==> src/rtl/seq_alu.sv <==
// Registered ALU with start/done handshake: single-cycle arithmetic, logic and shift ops,
// plus an iterative shift-add multiply. Flags are {V, N, C, Z}.
module seq_alu #(
    parameter int W  = 16,
    parameter int SW = $clog2(W)
) (
    input  logic         clk,
    input  logic         rst,
    input  logic         start,
    input  logic [3:0]   op,
    input  logic [W-1:0] a,
    input  logic [W-1:0] b,
    output logic [W-1:0] result,
    output logic [3:0]   flags,
    output logic         busy,
    output logic         done
);

    typedef enum logic [1:0] {ST_IDLE, ST_MUL, ST_DONE} state_t;

    localparam logic [3:0] OP_ADD = 4'd0;
    localparam logic [3:0] OP_SUB = 4'd1;
    localparam logic [3:0] OP_INC = 4'd2;
    localparam logic [3:0] OP_DEC = 4'd3;
    localparam logic [3:0] OP_AND = 4'd4;
    localparam logic [3:0] OP_OR  = 4'd5;
    localparam logic [3:0] OP_XOR = 4'd6;
    localparam logic [3:0] OP_NOT = 4'd7;
    localparam logic [3:0] OP_SHL = 4'd8;
    localparam logic [3:0] OP_SHR = 4'd9;
    localparam logic [3:0] OP_SAR = 4'd10;
    localparam logic [3:0] OP_MUL = 4'd11;

    localparam logic [W:0]  ONE_EXT  = {{W{1'b0}}, 1'b1};
    localparam logic [SW:0] CNT_INIT = (SW+1)'(W);
    localparam logic [SW:0] CNT_ONE  = {{SW{1'b0}}, 1'b1};

    state_t          state_q, state_d;
    logic [W-1:0]    result_q, result_d;
    logic [3:0]      flags_q, flags_d;
    logic [2*W-1:0]  mcand_q, mcand_d;
    logic [W-1:0]    mplier_q, mplier_d;
    logic [2*W-1:0]  acc_q, acc_d;
    logic [SW:0]     count_q, count_d;

    logic [W:0]         sum_ext, diff_ext, inc_ext, dec_ext;
    logic [W:0]         shl_ext, shr_ext;
    logic signed [W:0]  sar_ext;
    logic [SW-1:0]      amt;
    logic [W-1:0]       alu_res;
    logic               alu_c, alu_v;
    logic [2*W-1:0]     acc_step;

    function automatic logic [3:0] pack_flags(input logic [W-1:0] r,
                                              input logic c, input logic v);
        return {v, r[W-1], c, (r == '0)};
    endfunction

    // Single-cycle datapath; carry/borrow come from the extra top bit.
    always_comb begin
        amt      = b[SW-1:0];
        sum_ext  = {1'b0, a} + {1'b0, b};
        diff_ext = {1'b0, a} - {1'b0, b};
        inc_ext  = {1'b0, a} + ONE_EXT;
        dec_ext  = {1'b0, a} - ONE_EXT;
        shl_ext  = {1'b0, a} << amt;
        shr_ext  = {a, 1'b0} >> amt;
        sar_ext  = $signed({a, 1'b0}) >>> amt;
        alu_res  = '0;
        alu_c    = 1'b0;
        alu_v    = 1'b0;
        case (op)
            OP_ADD: begin
                alu_res = sum_ext[W-1:0];
                alu_c   = sum_ext[W];
                alu_v   = (a[W-1] == b[W-1]) && (sum_ext[W-1] != a[W-1]);
            end
            OP_SUB: begin
                alu_res = diff_ext[W-1:0];
                alu_c   = diff_ext[W];
                alu_v   = (a[W-1] != b[W-1]) && (diff_ext[W-1] != a[W-1]);
            end
            OP_INC: begin
                alu_res = inc_ext[W-1:0];
                alu_c   = inc_ext[W];
                alu_v   = !a[W-1] && inc_ext[W-1];
            end
            OP_DEC: begin
                alu_res = dec_ext[W-1:0];
                alu_c   = dec_ext[W];
                alu_v   = a[W-1] && !dec_ext[W-1];
            end
            OP_AND: alu_res = a & b;
            OP_OR:  alu_res = a | b;
            OP_XOR: alu_res = a ^ b;
            OP_NOT: alu_res = ~a;
            OP_SHL: begin
                alu_res = shl_ext[W-1:0];
                alu_c   = shl_ext[W];
            end
            OP_SHR: begin
                alu_res = shr_ext[W:1];
                alu_c   = shr_ext[0];
            end
            OP_SAR: begin
                alu_res = sar_ext[W:1];
                alu_c   = sar_ext[0];
            end
            default: ;
        endcase
    end

    assign acc_step = acc_q + (mplier_q[0] ? mcand_q : '0);

    always_comb begin
        state_d  = state_q;
        result_d = result_q;
        flags_d  = flags_q;
        mcand_d  = mcand_q;
        mplier_d = mplier_q;
        acc_d    = acc_q;
        count_d  = count_q;
        case (state_q)
            ST_IDLE: begin
                if (start) begin
                    if (op == OP_MUL) begin
                        mcand_d  = {{W{1'b0}}, a};
                        mplier_d = b;
                        acc_d    = '0;
                        count_d  = CNT_INIT;
                        state_d  = ST_MUL;
                    end else begin
                        result_d = alu_res;
                        flags_d  = pack_flags(alu_res, alu_c, alu_v);
                        state_d  = ST_DONE;
                    end
                end
            end
            ST_MUL: begin
                acc_d    = acc_step;
                mcand_d  = mcand_q << 1;
                mplier_d = mplier_q >> 1;
                count_d  = count_q - CNT_ONE;
                // Last iteration: publish the finished low half straight from the adder.
                if (count_q == CNT_ONE) begin
                    result_d = acc_step[W-1:0];
                    flags_d  = pack_flags(acc_step[W-1:0], |acc_step[2*W-1:W], 1'b0);
                    state_d  = ST_DONE;
                end
            end
            ST_DONE: state_d = ST_IDLE;
            default: state_d = ST_IDLE;
        endcase
    end

    always_ff @(posedge clk) begin
        if (rst) begin
            state_q  <= ST_IDLE;
            result_q <= '0;
            flags_q  <= '0;
            mcand_q  <= '0;
            mplier_q <= '0;
            acc_q    <= '0;
            count_q  <= '0;
        end else begin
            state_q  <= state_d;
            result_q <= result_d;
            flags_q  <= flags_d;
            mcand_q  <= mcand_d;
            mplier_q <= mplier_d;
            acc_q    <= acc_d;
            count_q  <= count_d;
        end
    end

    assign result = result_q;
    assign flags  = flags_q;
    assign busy   = (state_q != ST_IDLE);
    assign done   = (state_q == ST_DONE);

endmodule
==> config.mk <==
export PLATFORM = sky130hd
export DESIGN_NAME = seq_alu
export DESIGN_NICKNAME = d
export VERILOG_FILES = /design/src/rtl/seq_alu.sv
export SDC_FILE = /design/constraint.sdc
export NUM_CORES = 1
export LEC_CHECK = 0
export ABC_AREA = 1
export CORE_MARGIN = 2
export CORE_UTILIZATION = 58
export DETAILED_ROUTE_END_ITERATION = 8
export HOLD_SLACK_MARGIN = 0.02
export PLACE_DENSITY_LB_ADDON = 0.12
export SYNTH_ARGS = -nofsm -noshare
export SYNTH_HDL_FRONTEND = slang
export SYNTH_SLANG_ARGS = --single-unit
==> constraint.sdc <==
create_clock -name clk -period 4.65 [get_ports clk]
set_input_delay 0.6975 -clock clk [delete_from_list [all_inputs] [get_ports clk]]
set_output_delay 0.6975 -clock clk [all_outputs]
set_load 0.05 [all_outputs]
After elaboration in Yosys (flattened, before gate mapping)
Cells that the tools add are included.

Reductions and logical operators: 16. Multiplexer cells: 28. Bitwise gates (word level): 4. $add $sub $neg: 6. Shift operators: 3. Equality and inequality tests: 22.

Operators by type and width (number): 16-bit one-hot mux with 11 select lines (1); 32-bit 2-to-1 mux (5); 32-bit one-hot mux with 2 select lines (2); 16-bit 2-to-1 mux (5); 16-bit one-hot mux with 2 select lines (2); 32-bit adder (1); 16-bit zero test (2); 16-bit by 1-bit adder with 17-bit output, second input constant (1); 16-bit by 16-bit adder with 17-bit output (1); 16-bit by 4-bit << shifter with 17-bit output (1); 17-bit by 4-bit right shift with 17-bit output (1); 17-bit by 4-bit >>> shifter with 17-bit output (1); 16-bit by 1-bit subtractor with 17-bit output, second input constant (1); 16-bit by 16-bit subtractor with 17-bit output (1); 16-bit AND (1); 4-bit by 3-bit equality test with 1-bit output, second input constant (4); 4-bit equality test, second input constant (4); 16-bit NOT (1); 16-bit OR (1); 16-bit OR reduction (1); 16-bit bitwise XOR (1); 4-bit 2-to-1 mux (3); 5-bit 2-to-1 mux (2); 5-bit one-hot mux with 2 select lines (1); other kinds (22) (35).

Register bits: 107. Word-level logic and storage cells: 86.

Logic depth before layout (Yosys ltp)
Depth in word-level cells: 7. Gate-level depth with buffers: 22. Mapped depth without buffers: 20.

Least setup slack after synthesis
Ideal clock, no wire load.

Kind: input port to flip-flop. Start point: input port b[2]. End point: register flags_q[0] (netlist: flags[0]). Path buffers: 3. Stages: 20. Setup slack: 1.771 ns. Arrival time: 2.809 ns. Cells stage by stage: buf_2 inv_1 buf_2 buf_2 ha_1 inv_1 nand2_1 nand2_1 inv_1 nand2_1 nand2_1 nand2_1 nand3_1 a21oi_1 nor2_1 nor2_1 nand3_1 nor2_1 nand2_1 a21oi_1.

Word-level cells in the longest chain between the ends: 6. Elaborated cells between the ends (all ways): 13. Those cells by class: add/sub (2); shift (3); mux (4); bitwise (3); reduce/logical (1).

RTL lines: start, declared (line 12) `input logic [W-1:0] b,`; 16-bit by 16-bit subtractor with 17-bit output, or another cell as far along (line 63) `diff_ext = {1'b0, a} - {1'b0, b};`; 16-bit one-hot mux with 11 select lines * (line 72) `case (op)`; 16-bit zero test * (line 56) `return {v, r[W-1], c, (r == '0)};`; 4-bit 2-to-1 mux * (line 126) `if (op == OP_MUL) begin`; 4-bit 2-to-1 mux * (line 125) `if (start) begin`; 4-bit one-hot mux with 2 select lines * (line 123) `case (state_q)`; end signal, assigned (line 168) `flags_q <= flags_d;`; end, declared (line 40) `logic [3:0] flags_q, flags_d;`.

Every way passes the cells marked *; elsewhere a longest branch is shown, timed or not. The select of a mux whose other input is x is not followed. A chain may end at the register's enable or synchronous reset.

Final worst setup path
Start point: input port a[7]. End point: register flags_q[0] (netlist: flags[0]).

Word-level cells in the longest chain between the ends: 6. Elaborated cells between the ends (all ways): 16. Those cells by class: add/sub (4); shift (3); mux (4); bitwise (4); reduce/logical (1).

RTL lines: start, declared (line 11) `input logic [W-1:0] a,`; 16-bit by 1-bit subtractor with 17-bit output, or another cell as far along (line 65) `dec_ext = {1'b0, a} - ONE_EXT;`; 16-bit one-hot mux with 11 select lines * (line 72); 16-bit zero test * (line 56); 4-bit 2-to-1 mux * (line 126); 4-bit 2-to-1 mux * (line 125); 4-bit one-hot mux with 2 select lines * (line 123).

Marks and branches as above.

==> results_dict.tcl <==
set metrics [dict create \
    outcome "finished, final reports clean" \
    ys_async_sr_fraction_pct 0 \
    power_frac_seq_pct 36.9 \
    worstMarginPinSlew_ps 1020 \
    power_density_nw_per_um2 200 \
    worstSetupStartpointType "input port" \
    arrival_time_of_data_at_the_critical_path_endpoint_ps 3910 \
    floorplan.rows 52 \
    fin_nets 2306 \
    detail_route.wirelength_um 47800 \
    floorplan.initialDensity_pct 59.0 \
    timing.setup.critical_path_class "in2reg" \
    cp_max_fo 12 \
    net_switching_share_of_the_total_power_pct 39.8 \
    seq_area_frac_synth_pct 17.8 \
    cts_sinks 106 \
    total_negative_slack_ps 0 \
    synth_area_per_cell_sq_um 5.53 \
    firstDrtPassIters 9 \
    floorplan.core_area_sq_um 20200 \
    final_antenna_net_count 0 \
    globalRouteOverflowTotal 0 \
    cts_tree "yes" \
    dpl.hpwl_um 37500 \
    multi_input_logic_area_sq_um 8490 \
    detail_route.wl_per_cell_um 19.5 \
    drc 0 \
    post_cts.repair.setup_buffers 0 \
    grt_start_max_net_pins 78 \
    cts-hold-fix-buffers 0 \
    starting_drt_drc_count 2133 \
    cts.root.buffer_cell "sky130_fd_sc_hd__clkbuf_16" \
    rsz_0062_raised_after_global_routing "no" \
    timing_hold_violations_final 0 \
    post_cts_sizing_count 0 \
    power.static_leakage_nw 6.50 \
    flip_flop_cell_with_the_highest_count_after_synthesis "sky130_fd_sc_hd__dfxtp_1" \
    slew-limit-headroom_pct 31.9 \
    final_design_area_excluding_fillers_sq_um 13000 \
    io_pins 61 \
    final.min_clock_period_ps 3620 \
    required_ps 4940 \
    dpl-instance-area_sq_um 12700 \
    numCtsBuffers 9 \
    die_h_um 148 \
    p_sw_w 0.00103 \
    final.period_utilization_pct 77.9 \
    clk_pin_slew_ps 80 \
    layout-drive-gt1-share_pct 4.13 \
    pwr-share-clk_pct 29.9 \
    h_tree_depth_reported_by_cts 3 \
    clock_skew_ps 11.9 \
    finalSetupViolations 0 \
    critical_path.endpoint_type "flop" \
    filler_cell_count 1988 \
    final_max_slew_viol_count 0 \
    clkLatencyLatePin_ps 360 \
    dieArea_sq_um 21800 \
    first_pass_grt_wire_length_um 73500 \
    vias 15000 \
    seqCellArea_sq_um 2120 \
    area_added_between_synthesis_and_finish_pct 8.75 \
    timing.fmax_ghz 0.276 \
    number_of_antenna_violations_at_the_first_check_in_global_routing 1 \
    synth.ff_latch_count 106 \
    via_per_inst 6.13 \
    total_nets_after_synthesis 2292 \
    synthCells 2161 \
    p_int_w 0.00156 \
    grt_usage_pct 43.2 \
    yosys_warnings 0 \
    edff_count_synth 0 \
    netlist-cell-type-count 43 \
    logic_pwr_share_pct 33.3 \
    synthesis.area_sq_um 11900 \
    first_global_vias 13500 \
    worst_hold_slack_ps 469 \
    worst_hold_path_type "reg2reg" \
    gp_routability_congestion 1.05 \
    clock_tree.buffer_depth 2 \
    peakVddDrop_uv 182 \
    placement.io_buffers 60 \
    die-width_um 148 \
    max-cap-violations 0 \
]
-- worst paths after layout --
path / startpoint / endpoint / slack, ps / cells past startpoint
max: a[7] / flags[0] / 1030 / 19
max reg2reg: mplier_q[0] / flags[1] / 1250 / 16
min reg2reg: mplier_q[14] / mplier_q[14] / 470 / 2
min: mplier_q[14] / mplier_q[14] / 470 / 2
-- synth_stat cells, drive strengths merged (3+ instances only) --
cell / n / area, sq um
a21oi: 160 / 801
a22oi: 25 / 188
a31oi: 24 / 150
and2: 5 / 31.3
buf: 52 / 287
clkbuf: 35 / 131
clkinv: 3 / 12.5
dfxtp: 106 / 2120
fa: 3 / 60.1
ha: 89 / 1110
inv: 244 / 918
nand2: 752 / 2850
nand3: 229 / 1150
nand3b: 6 / 45.0
nand4: 32 / 200
nor2: 212 / 823
nor3: 21 / 105
o211ai: 5 / 37.5
o21a: 4 / 30.0
o21ai: 97 / 485
o21bai: 5 / 37.5
o22ai: 14 / 87.6
or2: 14 / 87.6
xnor2: 8 / 70.1
xor2: 9 / 78.8
-- through the flow --
step / worst slack (ps) / instances / utilization, % / power, W
final: 1030 / 2451 / 64.2 / 0.00259
after global routing: 819 / 2450 / 64.2 / 0.00269
after CTS: 1140 / 2450 / 64.2 / 0.00256
after detailed placement: 775 / 2434 / 62.8 / 0.00180
after global placement: 817 / 2434 / 62.8 / 0.00180
after floorplan: 1770 / 2161 / - / 0.00152
-- flip-flops by register name, summed over array words and instances (netlist names) --
signal    cells
acc_q        32
count_q       5
flags         4
mcand_q      32
mplier_q     16
result       15
state_q       2
-- layout by cell type, fill, tap and decap left out, drive strengths merged, types with 2 or more instances in the layout --
cell type and count:
nor2 212, a21oi 160, xnor2 8, and2 5, o21bai 5, xor2 9, clkdlybuf4s50 59, dfxtp 106
nor3 21, nand3b 6, clkinvlp 2, o211ai 5, or2 14, nand4 32, a22oi 25, fa 3
nand2 752, o21a 4, o21ai 97, clkbuf 10, o22ai 14, clkinv 3, buf 31, a31oi 24
inv 248, ha 89, nand3 229
-- power groups by stage --
stage	registers (W)	clock network, W	logic (W)
2_1_floorplan	0.00104	0	0.000481
3_3_place_gp	0.000976	0	0.000824
3_5_place_dp	0.000976	0	0.000828
4_1_cts	0.000955	0.000772	0.000832
5_1_grt	0.000958	0.000805	0.000925
6_report	0.000956	0.000775	0.000863
-- critical path, stage by stage --
cell and delay (ps):
sky130_fd_sc_hd__clkdlybuf4s50_1 810, sky130_fd_sc_hd__inv_1 220, sky130_fd_sc_hd__ha_1 610, sky130_fd_sc_hd__nand2_1 160, sky130_fd_sc_hd__inv_1 110, sky130_fd_sc_hd__nand2_1 60, sky130_fd_sc_hd__nand2_1 70, sky130_fd_sc_hd__nand2_1 70
sky130_fd_sc_hd__nand3_1 100, sky130_fd_sc_hd__nand2_1 50, sky130_fd_sc_hd__nand3_1 200, sky130_fd_sc_hd__nand3_1 100, sky130_fd_sc_hd__inv_1 60, sky130_fd_sc_hd__nand2_1 60, sky130_fd_sc_hd__nor2_1 150, sky130_fd_sc_hd__nand2_1 110
sky130_fd_sc_hd__nor2_1 100, sky130_fd_sc_hd__nand2_1 50, sky130_fd_sc_hd__a21oi_1 110
-- final cells by class --
| type | instances | share of cell area, % |
|---|---|---|
| Tap cell | 270 | 2.60 |
| Timing Repair Buffer | 90 | 6.32 |
| Multi-Input combinational cell | 1721 | 65.4 |
| Clock buffer | 10 | 1.76 |
| Sequential cell | 106 | 16.3 |
| Inverter | 247 | 7.17 |
| Clock inverter | 6 | 0.443 |
| Antenna cell | 1 | 0.0193 |
-- metal layers --
layer | GRT usage (%) | up-vias | part of all wire [%]
met5 | 0 | - | 0
met4 | 18.1 | 0 | 4.8
met3 | 9.38 | 187 | 14
met2 | 64.5 | 1112 | 42
met1 | 60.0 | 6693 | 40
li1 | - | 7039 | -
-- kinds of logic (layout without fill, tap and decap cells) --
family | count (synthesis) | count (layout) | synth area share, %
XOR/XNOR | 17 | 17 | 1.25
AND/OR/NAND/NOR | 1274 | 1274 | 44.4
other | 0 | 1 | 0
buffers and inverters | 334 | 353 | 11.3
flip-flops | 106 | 106 | 17.8
adder cells (fa/ha/maj) | 92 | 92 | 9.82
AO/OA/AOI/OAI | 338 | 338 | 15.5
(Power assumes the default switching activity.)
